[src/rtl/irq_controller.sv]
`default_nettype none
// ============================================================================
// Module   : irq_controller
// Brief    : Memory-mapped interrupt controller aggregating up to 32 sources
//            into a single irq line. Per-source pending latch, enable mask and
//            edge/level trigger select. Registers: PENDING (W1C), ENABLE,
//            TRIGGER, CLAIM (lowest-numbered active source, 1-based).
// Revision : 1.0 - initial release
// ============================================================================
module irq_controller #(
  parameter int N_SOURCES = 8
) (
  input  logic                 clk,
  input  logic                 reset,
  input  logic [N_SOURCES-1:0] src,
  input  logic                 valid,
  output logic                 ready,
  input  logic [31:0]          address,
  input  logic [3:0]           wstrobe,
  input  logic [31:0]          wdata,
  output logic [31:0]          rdata,
  output logic                 irq
);

  localparam logic [1:0] C_REG_PENDING = 2'd0;
  localparam logic [1:0] C_REG_ENABLE  = 2'd1;
  localparam logic [1:0] C_REG_TRIGGER = 2'd2;
  localparam logic [1:0] C_REG_CLAIM   = 2'd3;

  logic [N_SOURCES-1:0] pending_q, pending_d;
  logic [N_SOURCES-1:0] enable_q,  enable_d;
  logic [N_SOURCES-1:0] trigger_q, trigger_d;
  logic [N_SOURCES-1:0] src_prev_q;
  logic                 ready_q;
  logic [31:0]          rdata_q,   rdata_d;
  logic                 irq_q;

  logic                 w_commit;
  logic                 w_write;
  logic [1:0]           w_sel;
  logic [31:0]          w_bytemask;
  logic [N_SOURCES-1:0] w_mask;
  logic [N_SOURCES-1:0] w_wval;
  logic [N_SOURCES-1:0] w_clear;
  logic [N_SOURCES-1:0] w_active;
  logic [31:0]          w_pend32, w_en32, w_trig32, w_claim, w_read_val;
  logic                 unused_bits;

  // A request is accepted on the edge where ready rises; the second cycle of
  // a held request (ready already high) is not a new transaction.
  assign w_commit   = valid && !ready_q;
  assign w_write    = w_commit && (wstrobe != 4'b0000);
  assign w_sel      = address[3:2];
  assign w_bytemask = {{8{wstrobe[3]}}, {8{wstrobe[2]}}, {8{wstrobe[1]}}, {8{wstrobe[0]}}};
  assign w_mask     = w_bytemask[N_SOURCES-1:0];
  assign w_wval     = wdata[N_SOURCES-1:0];
  assign w_active   = pending_q & enable_q;

  // Only address[3:2] and the low N_SOURCES data bits are meaningful.
  assign unused_bits = ^{address, wdata, w_bytemask};

  // Next-state for the control registers and pending latches.
  always_comb begin
    enable_d  = enable_q;
    trigger_d = trigger_q;
    w_clear   = '0;
    if (w_write) begin
      case (w_sel)
        C_REG_PENDING: w_clear   = w_wval & w_mask;
        C_REG_ENABLE:  enable_d  = (enable_q  & ~w_mask) | (w_wval & w_mask);
        C_REG_TRIGGER: trigger_d = (trigger_q & ~w_mask) | (w_wval & w_mask);
        default:       ;
      endcase
    end
    // Level sources track the line; edge sources latch a rising edge, and a
    // new edge beats a simultaneous W1C so no interrupt is ever lost.
    pending_d = (trigger_q & src)
              | (~trigger_q & ((pending_q & ~w_clear) | (src & ~src_prev_q)));
  end

  // Zero-extended register views and CLAIM priority encoder (lowest wins).
  always_comb begin
    w_pend32 = '0;
    w_en32   = '0;
    w_trig32 = '0;
    w_pend32[N_SOURCES-1:0] = pending_q;
    w_en32[N_SOURCES-1:0]   = enable_q;
    w_trig32[N_SOURCES-1:0] = trigger_q;
    w_claim = '0;
    for (int i = N_SOURCES - 1; i >= 0; i--) begin
      if (w_active[i]) w_claim = 32'(i + 1);
    end
  end

  // Read mux; a write acknowledges with zero data.
  always_comb begin
    case (w_sel)
      C_REG_PENDING: w_read_val = w_pend32;
      C_REG_ENABLE:  w_read_val = w_en32;
      C_REG_TRIGGER: w_read_val = w_trig32;
      C_REG_CLAIM:   w_read_val = w_claim;
      default:       w_read_val = '0;
    endcase
    rdata_d = (w_commit && (wstrobe == 4'b0000)) ? w_read_val : '0;
  end

  // State update; src_prev tracks src even in reset to suppress false edges.
  always_ff @(posedge clk) begin
    src_prev_q <= src;
    if (reset) begin
      pending_q <= '0;
      enable_q  <= '0;
      trigger_q <= '0;
      ready_q   <= 1'b0;
      rdata_q   <= '0;
      irq_q     <= 1'b0;
    end else begin
      pending_q <= pending_d;
      enable_q  <= enable_d;
      trigger_q <= trigger_d;
      ready_q   <= w_commit;
      rdata_q   <= rdata_d;
      irq_q     <= |w_active;
    end
  end

  assign ready = ready_q;
  assign rdata = rdata_q;
  assign irq   = irq_q;

endmodule
`default_nettype wire

[config.mk]
export PLATFORM = sky130hd
export DESIGN_NAME = irq_controller
export DESIGN_NICKNAME = d
export VERILOG_FILES = /design/src/rtl/irq_controller.sv
export SDC_FILE = /design/constraint.sdc
export NUM_CORES = 1
export LEC_CHECK = 0
export ABC_AREA = 1
export CAP_MARGIN = 20
export CORE_MARGIN = 5
export CORE_UTILIZATION = 36
export CTS_BUF_LIST = sky130_fd_sc_hd__clkbuf_2 sky130_fd_sc_hd__clkbuf_4 sky130_fd_sc_hd__clkbuf_8
export CTS_CLUSTER_SIZE = 16
export DETAILED_ROUTE_END_ITERATION = 7
export PLACE_DENSITY = 0.81
export SLEW_MARGIN = 20
export SYNTH_ARGS = -nofsm -noshare
export SYNTH_HDL_FRONTEND = slang
export SYNTH_SLANG_ARGS = --single-unit
[constraint.sdc]
create_clock -name clk -period 1.6 [get_ports clk]
set_clock_uncertainty 0.15 [all_clocks]
set_input_delay 0.24 -clock clk [delete_from_list [all_inputs] [get_ports clk]]
set_output_delay 0.24 -clock clk [all_outputs]
set_load 0.005 [all_outputs]
==> metrics, run 1 <==
number of global-route vias before repair=1495; outcome=complete, no violations; Yosys cell types=24; number of buffers created by CTS=5; combinational share of power=11.4%; Final Total Pwr=2.04 mW; RSZ-0062 raised after global routing=no; CTS max path bufs=2; Slew Viols, Final=0; final worst slack=0.0597 ns; initial antenna violation count=0; maximum vdd drop=0.435 mV; ant diodes=0; Worst Path Buf+Inv=1; Std-Cell Rows=26; Synth top area share=44.2%; H-tree Lvls=2; most instantiated library cell after synthesis=nand2_1; sw frac=23.4%; initial DRC count=134; Seq pwr share=54.3%; share of layout cells above drive strength 1=13.6%; Syn-to-layout area delta=25.9%; # Post-CTS Setup Buffers=0; Hold Worst Slack=0.264 ns; Hold Path Stages=1; synthesized flop and latch total=42; r2r worst-path depth=6; Place WS=-0.246 ns; simple-gate area share of the yosys netlist=22.0%; GRT Total Usage=12.9%; Die Ht=82.7 µm; DR vias/cell=4.44; Multi-input gate area=837 µm²; HPWL Detailed=3090 µm; ys async rst share=0%; cell taking the most area after synthesis=dfxtp_1; Final Setup Violations=0; CP top delay family=buffers and inverters; Startpoint Class=flip-flop; Adder-Cell Fraction of Synth Area=0%; xor/xnor cell area share of the yosys netlist=0%; Initial Utilization=37.2%; cells after synthesis=247; arrival time at the worst endpoint=1.15 ns; Critical Path Max Stage Delay=0.51 ns; worst skew pair latency=0.29 ns; Crit Path Max Fanout=3; vias post-DR=1621; Register Area=842 µm²; Fill cells=496; IO Count=113; Leak=1.02 nW; Synth Area in Compound Gates=17.1%; Clock power frac=34.3%; Stages on worst setup path=1; Synth Cell Area=0.00190 mm²; Crit Path Class=reg -> out; MaxCap Viol Count=0; crit end category=output pin; core area=0.00511 mm²; Main synth FF type=dfxtp_1; Period minus WS final=1.54 ns; die area=0.00684 mm²; routed wire length=4050 µm; Final Hold Viols=0; antenna violation net count after detailed routing=0; remaining global-route overflow=0; slowest CP cell=clkdlybuf4s50_1; EDFF count, synth=0; clock-pin slew on the worst setup and hold paths=0.07 ns; drt wl/cell=11.1 µm; fmax=0.649 GHz; mux cell area share after synthesis=0%; crit share post-route=96.3%; CTS tree=done; first-pass GRT wire length=6590 µm; largest family of logic cells by synthesized area=simple AND/OR/NAND/NOR gates; Die Width=82.7 µm; TritonRoute pass-1 iters=4; sw power=0.477 mW; Cell Pwr Density=852 mW/mm²; Post-synth top cells=nand2_1, dfxtp_1, a21oi_1, buf_4, inv_1; Critical Path RT=1.21 ns; setup TNS=0 ns; input/output buffers=34; Syn Area/Cell=7.70 µm²; HP Class=in -> reg; YS warnings=0; TritonCTS Sinks=42; worst path cell trace=clkdlybuf4s50_1; register area share after synthesis=44.2%; largest net degree at the start of global routing=26; post-route DRC violation count=0; top cells by area, synth=dfxtp_1, nand2_1, buf_4, a21oi_1, a211oi_2; gpl congestion=0.880; Nets=373; Int Pwr=1.56 mW; clk root buf=clkbuf_8
per-stage QoR:
stage / cells / instance area, µm² / utilization (%)
after CTS: 365 / 2390 / 46.8
after detailed placement: 357 / 2290 / 44.9
after floorplan: 270 / 1990 / -
after global routing: 365 / 2390 / 46.9
final: 365 / 2390 / 46.9
after global placement: 357 / 2290 / 44.9
power groups by stage:
| stage | sequential (mW) | combinational, mW | clock [mW] |
|---|---|---|---|
| 5_1_grt | 1.11 | 0.263 | 0.779 |
| 3_5_place_dp | 1.13 | 0.230 | 0 |
| 4_1_cts | 1.11 | 0.231 | 0.725 |
| 3_3_place_gp | 1.13 | 0.225 | 0 |
| 2_1_floorplan | 1.12 | 0.160 | 0 |
| 6_report | 1.11 | 0.233 | 0.699 |
logic make-up (layout without fill, tap and decap cells):
group                  after synthesis  in the layout
other                                1             24
DFF                                 42             42
buffers and inverters               55             80
and+or+nand+nor                     99             99
AOI/OAI and AO/OA                   50             50
cell type report:
cell class | instances | area share, %
sequential | 42 | 35.2
inverter | 25 | 3.92
multi-input combinational | 173 | 35.0
clock inverter | 1 | 0.209
tap | 70 | 3.66
timing repair buffer | 47 | 18.3
clock buffer | 7 | 3.76
metal layers:
metal / vias to the layer above / global-route usage [%] / wire (µm)
li1: 845 / - / -
met1: 710 / 16.4 / 1810
met2: 59 / 20.0 / 1820
met3: 7 / 4.01 / 326
met4: 0 / 5.88 / 91
met5: - / 0 / 0
worst reg2reg max path: cells and delay by family (launching register included):
family                 cells  cell delay (ns)
and+or+nand+nor            4             0.55
AOI/OAI and AO/OA          1             0.05
DFF                        1             0.34
buffers and inverters      1             0.15
path summary, 6_finish.rpt:
| kind | startpoint | to | slack, ns |
|---|---|---|---|
| hold / removal | src[5] | src_prev_q[5] | 0.26 |
| hold reg to reg | ready | ready | 0.28 |
| setup reg to reg | ready | flip-flop | 0.25 |
| setup / recovery | ready | ready | 0.06 |
cell usage in the layout, fill, tap and decap left out:
master           count
a211oi_1             3
a211oi_2             7
a21oi_1             25
a31oi_1              1
and3_2               1
buf_4               13
clkbuf_4             1
clkbuf_8             6
clkdlybuf4s50_1     34
clkinv_2             1
conb_1              24
dfxtp_1             41
dfxtp_2              1
inv_1               20
inv_2                5
nand2_1             61
nand2_2              1
nand3_1             14
nand4_1              1
nor2_1              17
nor2_2               1
nor2_4               2
nor3_2               1
o211ai_1             3
o21ai_0              8
o21ai_1              1
o21bai_1             1
o221ai_1             1
timing repair:
item,4_1_cts,5_1_grt
gates resized for setup,0,5
setup endpoints to repair,0,17
hold buffers,0,0
Power figures use the tool's default switching activity.
==> run 2, diff against run 1 <==
--- a/config.mk
+++ b/config.mk
@@ -6,14 +6,12 @@
 export NUM_CORES = 1
 export LEC_CHECK = 0
 export ABC_AREA = 1
-export CAP_MARGIN = 20
 export CORE_MARGIN = 5
 export CORE_UTILIZATION = 36
 export CTS_BUF_LIST = sky130_fd_sc_hd__clkbuf_2 sky130_fd_sc_hd__clkbuf_4 sky130_fd_sc_hd__clkbuf_8
 export CTS_CLUSTER_SIZE = 16
 export DETAILED_ROUTE_END_ITERATION = 7
 export PLACE_DENSITY = 0.81
-export SLEW_MARGIN = 20
 export SYNTH_ARGS = -nofsm -noshare
 export SYNTH_HDL_FRONTEND = slang
 export SYNTH_SLANG_ARGS = --single-unit
==> results of run 2 <==
Final layout, timing and power as in run 1 (identical DEF).
==> run 3, diff against run 2 <==
--- a/config.mk
+++ b/config.mk
@@ -6,7 +6,7 @@
 export NUM_CORES = 1
 export LEC_CHECK = 0
 export ABC_AREA = 1
-export CORE_MARGIN = 5
+export CORE_MARGIN = 2
 export CORE_UTILIZATION = 36
 export CTS_BUF_LIST = sky130_fd_sc_hd__clkbuf_2 sky130_fd_sc_hd__clkbuf_4 sky130_fd_sc_hd__clkbuf_8
 export CTS_CLUSTER_SIZE = 16
==> run 3 against run 2 <==
- critical endpoint unchanged
- global-route usage increased by 1.0 points
- die area decreased by 14%
- sequential cell count unchanged
- combinational power about the same
- wire length increased by 0.12%
- non-clock buffer count decreased by 1
- sequential power about the same
- worst setup slack improved by 0.0011 ns
- critical path type unchanged
- largest power group unchanged
- clock power decreased by 4.3%
==> metrics, run 3 (synthesis gave the netlist of run 1 again) <==
outcome=complete, no violations; GRT Total Usage=13.9%; gpl congestion=0.879; Final Setup Violations=0; Final Hold Viols=0; Syn-to-layout area delta=25.0%; H-tree Lvls=2; final worst slack=0.0608 ns; Hold Worst Slack=0.261 ns; TritonRoute pass-1 iters=4; IO Count=113; Startpoint Class=flip-flop; Critical Path RT=1.21 ns; vias post-DR=1638; CTS max path bufs=2; TritonCTS Sinks=42; clock-pin slew on the worst setup and hold paths=0.07 ns; first-pass GRT wire length=6600 µm; Crit Path Class=reg -> out; CTS tree=done; die area=0.00588 mm²; antenna violation net count after detailed routing=0; Critical R2R Launch=ready; placed cells=356; Stages on worst setup path=1; Die Width=76.7 µm; fmax=0.650 GHz; worst skew pair latency=0.29 ns; Cell Pwr Density=846 mW/mm²; HP Class=in -> reg; DR vias/cell=4.51; Slew Viols, Final=0; Multi-input gate area=837 µm²; worst setup path endpoint=ready; MaxCap Viol Count=0; largest net degree at the start of global routing=26; most frequent cells in the layout=nand2_1, dfxtp_1, clkdlybuf4s50_1; fin cells=363; Final Cell Area=0.00238 mm²; Initial Utilization=37.2%; core area=0.00511 mm²; drt wl/cell=11.2 µm; post-route DRC violation count=0; hold wc startpoint=src[6]; Period minus WS final=1.54 ns; Place WS=-0.210 ns; RSZ-0062 raised after global routing=no; ant diodes=0; Nets=372; slack of the worst reg-to-reg path=0.22 ns; Leak=1.01 nW; slowest CP cell=clkdlybuf4s50_1; Fill cells=547; r2r worst-path depth=6; crit end category=output pin; initial DRC count=99; number of buffers created by CTS=5; clk root buf=clkbuf_8; maximum vdd drop=0.335 mV; routed wire length=4060 µm; arrival time at the worst endpoint=1.15 ns; Critical Path Max Stage Delay=0.51 ns; worst path cell trace=clkdlybuf4s50_1; crit share post-route=96.2%; Crit Path Max Fanout=3; Worst Path Buf+Inv=1; remaining global-route overflow=0; initial antenna violation count=0; share of layout cells above drive strength 1=12.6%; Reg2Reg Capture Point=pending_q[6]; HPWL Detailed=2970 µm; Register Area=842 µm²; input/output buffers=34; Die Ht=76.7 µm; most common cell after layout, fill and taps aside=nand2_1; dpl cell area=0.00229 mm²; Std-Cell Rows=26; number of global-route vias before repair=1449; CP top delay family=buffers and inverters; CP Launch Point=ready
[run 3: changes by cell type in the layout (fill, tap and decap cells not counted), sizes merged]
cell / previous run / this run
buf: 13 / 12
clkinv: 1 / 0
[run 3: worst min path at each step]
stage                               end  cells past startpoint
after floorplan           src_prev_q[0]                      0
final                     src_prev_q[6]                      1
after global routing      src_prev_q[5]                      1
after detailed placement          ready                      1
after CTS                 src_prev_q[6]                      1
after global placement            ready                      1
[run 3: per-stage QoR]
step                total power [mW]  util [%]  setup TNS [ns]
global placement                1.36      44.8           -4.83
floorplan                       1.28         -               0
CTS                             2.02      46.4               0
finish                          2.01      46.5               0
global route                    2.10      46.5               0
detailed placement              1.36      44.8           -5.13
[run 3: area by class of cell]
cell class	instances	share of cell area [%]
clock buffers	7	3.53
inverters	25	4.05
multi-input cells	173	35.2
flip-flops and latches	42	35.4
well taps	70	3.68
repair buffers	46	18.1
[run 3: timing repair]
item                       in CTS  in global routing
hold buffers                    0                  0
setup buffers                   0                  0
resized for setup               0                  5
setup endpoints to repair       0                 11
[run 3: power breakdown]
part / internal [mW] / switching (mW) / total [mW]
clock: 0.334 / 0.335 / 0.669
sequential: 1.08 / 0.0231 / 1.11
combinational: 0.112 / 0.121 / 0.234
[run 3: per-layer routing]
layer	vias to the layer above	track usage (%)	part of all wire [%]
met5	-	0	0
met4	0	3.82	1.2
met3	6	4.24	6.3
met2	66	21.4	46
met1	728	18.9	47
li1	838	-	-
